File: src/rtl/dcc_bit_encoder.sv
// DCC physical-layer encoder: turns one logical bit at a time into the NMRA
// two-half-period waveform and drives complementary H-bridge legs with dead-time.
module dcc_bit_encoder #(
    parameter int unsigned CLK_FREQ_HZ  = 50_000_000,
    parameter int unsigned ONE_HALF_US  = 58,
    parameter int unsigned ZERO_HALF_US = 100,
    parameter int unsigned DEAD_CYCLES  = 8,
    parameter int unsigned CNT_W        = 16
) (
    input  logic clk,
    input  logic reset,
    input  logic enable,
    input  logic next_bit,
    output logic ack,
    output logic encoded_out,
    output logic bridge_a,
    output logic bridge_b,
    output logic busy
);

    localparam int unsigned CYC_PER_US = CLK_FREQ_HZ / 1_000_000;
    localparam int unsigned H1         = CYC_PER_US * ONE_HALF_US;
    localparam int unsigned H0         = CYC_PER_US * ZERO_HALF_US;

    localparam logic [CNT_W-1:0] H1_LOAD   = CNT_W'(H1 - 1);
    localparam logic [CNT_W-1:0] H0_LOAD   = CNT_W'(H0 - 1);
    localparam logic [CNT_W-1:0] DEAD_LOAD = CNT_W'(DEAD_CYCLES);
    localparam logic [CNT_W-1:0] CNT_ONE   = CNT_W'(1);

    typedef enum logic [1:0] {
        IDLE   = 2'd0,
        FIRST  = 2'd1,
        SECOND = 2'd2
    } state_e;

    state_e           state_q, state_d;
    logic [CNT_W-1:0] cnt_q, cnt_d;
    logic [CNT_W-1:0] dead_q, dead_d;
    logic             cur_bit_q, cur_bit_d;
    logic             enc_q, enc_d;
    logic             ack_q, ack_d;
    logic             busy_q, busy_d;
    logic             bridge_a_q, bridge_a_d;
    logic             bridge_b_q, bridge_b_d;
    logic             start;

    always_comb begin
        state_d   = state_q;
        cnt_d     = cnt_q;
        cur_bit_d = cur_bit_q;
        enc_d     = enc_q;
        busy_d    = busy_q;
        start     = 1'b0;

        case (state_q)
            IDLE: begin
                enc_d  = 1'b0;
                busy_d = 1'b0;
                start  = enable;
            end
            FIRST: begin
                if (cnt_q == '0) begin
                    cnt_d   = cur_bit_q ? H1_LOAD : H0_LOAD;
                    enc_d   = 1'b0;
                    state_d = SECOND;
                end else begin
                    cnt_d = cnt_q - CNT_ONE;
                end
            end
            SECOND: begin
                if (cnt_q == '0) begin
                    if (enable) begin
                        start = 1'b1;
                    end else begin
                        enc_d   = 1'b0;
                        busy_d  = 1'b0;
                        state_d = IDLE;
                    end
                end else begin
                    cnt_d = cnt_q - CNT_ONE;
                end
            end
            default: begin
                state_d   = IDLE;
                cnt_d     = '0;
                cur_bit_d = 1'b0;
                enc_d     = 1'b0;
                busy_d    = 1'b0;
            end
        endcase

        // Shared capture path for IDLE start and back-to-back bits at the boundary.
        if (start) begin
            cur_bit_d = next_bit;
            cnt_d     = next_bit ? H1_LOAD : H0_LOAD;
            enc_d     = 1'b1;
            busy_d    = 1'b1;
            state_d   = FIRST;
        end

        ack_d = enc_d;

        // Dead counter reloads on the edge that makes a new level visible, so
        // the legs stay low for DEAD_CYCLES cycles starting with that one.
        if (enc_d != enc_q) begin
            dead_d = DEAD_LOAD;
        end else if (dead_q != '0) begin
            dead_d = dead_q - CNT_ONE;
        end else begin
            dead_d = '0;
        end

        bridge_a_d = busy_d &&  enc_d && (dead_d == '0);
        bridge_b_d = busy_d && !enc_d && (dead_d == '0);
    end

    always_ff @(posedge clk or posedge reset) begin
        if (reset) begin
            state_q    <= IDLE;
            cnt_q      <= '0;
            dead_q     <= '0;
            cur_bit_q  <= 1'b0;
            enc_q      <= 1'b0;
            ack_q      <= 1'b0;
            busy_q     <= 1'b0;
            bridge_a_q <= 1'b0;
            bridge_b_q <= 1'b0;
        end else begin
            state_q    <= state_d;
            cnt_q      <= cnt_d;
            dead_q     <= dead_d;
            cur_bit_q  <= cur_bit_d;
            enc_q      <= enc_d;
            ack_q      <= ack_d;
            busy_q     <= busy_d;
            bridge_a_q <= bridge_a_d;
            bridge_b_q <= bridge_b_d;
        end
    end

    assign ack         = ack_q;
    assign encoded_out = enc_q;
    assign bridge_a    = bridge_a_q;
    assign bridge_b    = bridge_b_q;
    assign busy        = busy_q;

endmodule

File: config.mk
export PLATFORM = sky130hd
export DESIGN_NAME = dcc_bit_encoder
export DESIGN_NICKNAME = d
export VERILOG_FILES = /design/src/rtl/dcc_bit_encoder.sv
export SDC_FILE = /design/constraint.sdc
export NUM_CORES = 1
export LEC_CHECK = 0
export ABC_AREA = 1
export CORE_MARGIN = 2
export CORE_UTILIZATION = 43
export DETAILED_ROUTE_END_ITERATION = 12
export GPL_ROUTABILITY_DRIVEN = 0
export SETUP_SLACK_MARGIN = 0.2
export SYNTH_ARGS = -nofsm -noshare
export SYNTH_HDL_FRONTEND = slang
export SYNTH_SLANG_ARGS = --single-unit
File: constraint.sdc
create_clock -name clk -period 1.75 [get_ports clk]
set_input_delay 0.2625 -clock clk [delete_from_list [all_inputs] [get_ports clk]]
set_output_delay 0.2625 -clock clk [all_outputs]
set_load 0.05 [all_outputs]
== Word level (Yosys, flattened, before mapping) ==
Index checks and enable logic that the tools add are counted.
Word-level totals
  flip-flop bits (word level): 39
  bits of input ports: 4
  logic and storage cells: 58
Cells by class
  $add $sub $neg: 2
  equality and inequality tests: 9
  multiplexer cells: 27
  reductions and logical operators: 12
Operator list (count)
  2-to-1 mux 16 bit: 5
  one-hot mux 16 bit (3 select lines): 1
  zero test 16 bit: 2
  subtractor 16 x 1 -> 16 bit, second input constant: 2
  2-to-1 mux 13 bit: 2
  nonzero test 16 bit: 1
  != test 3 bit, second input constant: 4
  2-to-1 mux 1 bit: 11
  2-to-1 mux 2 bit: 4
  one-hot mux 1 bit (2 select lines): 3
  one-hot mux 2 bit (3 select lines): 1
  logical AND 1 bit: 4
  AND reduction 4 bit: 1
  OR reduction 3 bit: 1
  equality test 2 x 1 -> 1 bit, second input constant: 1
  equality test 2 bit, second input constant: 1
  zero test 2 bit: 1
  != test 2 x 1 -> 1 bit, second input constant: 1
  != test 2 bit, second input constant: 1
  AND reduction 2 bit: 1
  zero test 1 bit: 1
  != test 1 bit: 1

== Longest topological paths before layout ==
  depth after elaboration: 8
  depth in mapped cells: 15
  gate-level depth less buffers: 15

== Worst setup path before layout ==
OpenSTA, ideal clock, no wires.
  path kind: register to register
  start point: reg cnt_q[0]
  end point: reg bridge_b_q, in the netlist bridge_b
  library setup time: 0.116 ns
  arrival: 1.753 ns
  required time: 1.634 ns
  slack: -0.118 ns
  cell stages (with the launch flop): 15
  path buffers: 1
  path through: dfrtp_1 -> inv_1 -> ha_1 -> nand2_4 -> nor2_4 -> nand3_2 -> nand2_4 -> nand2_2 -> buf_6 -> nand3_4 -> nand2_2 -> o21ai_1 -> nor2_1 -> nand2_1 -> nor2_1
On the way
  word-level cells in the longest chain between the ends: 8
RTL lines
  from (decl): RTL line 37  | logic [CNT_W-1:0] cnt_q, cnt_d;
  from (signal assigned): RTL line 130  | cnt_q <= cnt_d;
  zero test 16 bit (*): RTL line 62, 71
  2-to-1 mux 1 bit, on equally long branches: RTL line 71, 62
  one-hot mux 1 bit (2 select lines): RTL line 55  | case (state_q)
  2-to-1 mux 1 bit: RTL line 93  | if (start) begin
  != test 1 bit: RTL line 105  | if (enc_d != enc_q) begin
  2-to-1 mux 16 bit: RTL line 105
  zero test 16 bit: RTL line 114  | bridge_b_d = busy_d && !enc_d && (dead_d == '0);
  logical AND 1 bit (*): RTL line 114
  named net bridge_b_d: RTL line 44  | logic bridge_b_q, bridge_b_d;
  to (signal assigned): RTL line 137  | bridge_b_q <= bridge_b_d;
  to (decl): RTL line 44
Mark *: on every way through the listed nets, which the timed path passes. The rest lies on a longest branch.
A chain may end at the register's enable or synchronous reset.

== Worst setup path after layout ==
  start point: reg cnt_q[0]
  end point: reg cnt_q[6]
On the way
  word-level cells in the longest chain between the ends: 5
RTL lines
  parallel branches: the longest is 5 deep, another holds subtractor 16 x 1 -> 16 bit
Several ways; the timed one is not identified. The select of a mux whose other input is x is not followed.

==> impl_results.md <==
* Outcome: finished with violations
* Failing checks: negative setup slack
* Fin. Hold Viols at 0
* Power, Total at 9.811 mW
* FF-to-FF path depth at 10
* Register area share after synthesis at 38.27%
* Reg clk slew, reported paths at 80 ps
* Clk_skew at 7.047 ps
* Synth unique cells at 38
* Mean post-synth cell area at 7.567 um^2
* Worst R2R Setup Slack at -180 ps
* Fraction of the cycle the final worst path needs at 110.3%
* WL met3 at 392 um
* Top-area cell type share of the netlist area at 38.27%
* DRC viols at 0
* DIE WIDTH at 81.01 um
* # Max-Cap Violations at 0
* Router iterations before antenna repair at 4
* CORE AREA at 5816 um^2
* CP Data Arrival Time at 2120 ps
* Slew Viols, Final at 0
* WL final at 9.219 mm
* Routed Antenna Nets at 0
* Layout net count at 478
* Area of the multi-input gates at 1994 um^2
* Post-DR vias/cell at 5.335
* Max rail drop VDD at 1.554 mV
* Initial DRC count at 182
* Final WS setup at -180.7 ps
* PD cells at 2206 nW/um^2
* Worst setup path start: cnt_q[0]
* Critical-path maximum fanout at 3
* Placement Rows at 28
* Post-synthesis register bit count at 39
* Max transition margin at 65.76%
* Reg-to-Reg Start: cnt_q[0]
* H-tree depth at 2
* Leakage power at 2.104 nW
* Hold Path Class: in2async
* Routed via count at 2,902
* Gr ovfl total at 0
* Share of cells above drive strength 1 at 56.93%
* Area growth syn-to-layout at 74.44%
* Root Buffer: clkbuf_8
* Antenna violations before repair at 0
* Synthesized netlist cell count at 337
* Top layer in use: met4
* CTS buffer count at 5
* HPWL after DPL at 5.286 mm
* Die Span Y at 81.01 um
* Crit start category: flip-flop
* Max Freq at 0.5180 GHz
* WL/cell at 16.95 um
* Vias in the first global route at 2,842
* Placed instance area at 3415 um^2
* Hold slack at 230.7 ps
* Synth area leaders: dfrtp_1 (38%), nand2_1 (10%), nor2_1 (8.8%), inv_1 (5.2%), xor2_1 (5.2%)
* Wire length on met2 at 4.894 mm
* Critical path class: reg2reg
* CP endpoint kind: flip-flop
* Tmin final at 1931 ps
* Required @ worst endpoint at 1940 ps
* Post-route cell area at 4448 um^2
* Clock sink count at 39
* Die footprint at 6562 um^2
* Seq. cell area at 977.2 um^2
* Critical path endpoint: cnt_q[6]
* Initial Util at 43.85%
* Fill count at 368
* M1 wire length at 3.563 mm
* Final setup vio count at 36
* Post-CTS Hold Buffers at 0
* # IOs at 9
* First-pass GRT wire length at 12.88 mm
* Cell area after synthesis at 2550 um^2
* Largest net degree at the start of global routing at 29
* Antenna cells at 0
* Max Root-Sink Buffers at 2
* Post-synth top area cell: dfrtp_1
* Worst r2r dst: cnt_q[6]
* Global-route usage over all layers at 25.79%
* PortBufs at 8
* Slew @ Worst Pin at 510.4 ps
* CTS tree: done
* Syn_nets at 347
* Yosys Warn Count at 0
* Clk_lat worst skew at 300 ps
* Unrepaired setup endpoints after global routing: true
critical path: stages, from the launching register on:
cell and delay (ps):
dfrtp_1 410, inv_2 90, ha_4 150, nand2_4 50, nor2_4 210, nand2_2 110, buf_6 130, buf_6 110
o21ai_4 170, a21oi_1 90, a221o_1 290
stage by stage:
stage               setup slack (ps)  util, %  instances  TNS (ps)
finish                        -180.7    76.48        544     -3711
global route                  -315.2    76.48        544     -5464
CTS                           -78.19    69.45        526    -579.6
detailed placement            -160.6    58.71        504    -520.4
global placement              -144.5    58.71        504    -384.5
floorplan                      33.68        -        337         0
synthesized netlist by cell type:
cell type,number
a211oi_1,2
a21oi_1,6
a221o_1,1
a31oi_1,1
and2_1,1
and3_1,3
buf_4,2
buf_6,2
buf_8,1
clkbuf_1,1
clkinv_1,1
dfrtp_1,39
ha_1,6
inv_1,35
inv_2,1
nand2_1,70
nand2_2,4
nand2_4,2
nand3_1,17
nand3_2,2
nand3_4,1
nand4_1,2
nand4_2,1
nor2_1,60
nor2_2,4
nor2_4,4
nor3_1,8
nor3_2,5
nor4_1,3
o211ai_1,5
o21ai_0,19
o21ai_1,1
o22ai_1,4
o31ai_1,1
o32ai_1,1
or2_2,3
xnor2_1,3
xor2_1,15
area by class of cell:
| type | count | share of cell area (%) |
|---|---|---|
| Sequential cell | 39 | 21.97 |
| Inverter | 37 | 3.179 |
| Tap cell | 75 | 2.110 |
| Clock buffer | 7 | 1.716 |
| Clock inverter | 1 | 0.1125 |
| Timing Repair Buffer | 130 | 26.08 |
| Multi-Input combinational cell | 255 | 44.84 |
where the power goes:
part / switching [mW] / internal [mW]
sequential: 0.298 / 1.24
combinational: 4.01 / 3.64
clock: 0.344 / 0.281
total: 4.66 / 5.16
flip-flops by register name, indices dropped and copies added, names as in the netlist:
register   flops
ack            1
cnt_q         16
state_q        2
bridge_b       1
bridge_a       1
cur_bit_q      1
busy           1
dead_q        16
layer usage:
| layer | vias to the layer above | global-route usage, % |
|---|---|---|
| li1 | 1349 | - |
| met1 | 1426 | 29.64 |
| met2 | 91 | 45.79 |
| met3 | 36 | 5.000 |
| met4 | 0 | 12.37 |
| met5 | - | 0 |
repair_timing:
action	4_1_cts	5_1_grt
resized for setup	114	65
pin swaps	38	27
hold endpoints to repair	0	0
gates cloned	1	1
setup buffers	13	17
endpoints found under the setup margin	38	39
cell families (layout without fill, tap and decap cells):
| kind of cell | Yosys count | after routing | synth area share (%) |
|---|---|---|---|
| AOI/OAI and AO/OA | 41 | 41 | 9.421 |
| xor gates and xnor gates | 18 | 18 | 6.183 |
| adders and majority gates | 6 | 6 | 2.944 |
| buffers and inverters | 43 | 175 | 7.654 |
| DFF | 39 | 39 | 38.27 |
| and+or+nand+nor | 190 | 190 | 35.53 |
cells in the final DEF, fill, tap and decap left out, types with 5 or more instances in the layout:
| cell | count |
|---|---|
| clkbuf_8 | 5 |
| xor2_1 | 11 |
| buf_4 | 96 |
| o21ai_1 | 6 |
| nor3_4 | 5 |
| nor2_2 | 14 |
| inv_1 | 23 |
| nor2_1 | 37 |
| nand2_2 | 18 |
| o21ai_2 | 11 |
| dfrtp_1 | 38 |
| nand3_1 | 14 |
| buf_6 | 23 |
| inv_2 | 11 |
| nand2_1 | 45 |
| nor3_2 | 5 |
| nand2_4 | 12 |
| nor2_4 | 17 |
| o211ai_1 | 5 |
how the worst min path moves through the flow:
stage              start          to  slack (ps)  depth (start not counted)
2_1_floorplan     enable    cnt_q[0]         400                          2
3_3_place_gp   cur_bit_q   cur_bit_q         510                          2
3_5_place_dp   cur_bit_q   cur_bit_q         520                          2
4_1_cts            reset         ack         250                          2
5_1_grt            reset  dead_q[13]         280                          2
6_report           reset  dead_q[15]         230                          2
Power figures use the tool's default switching activity.
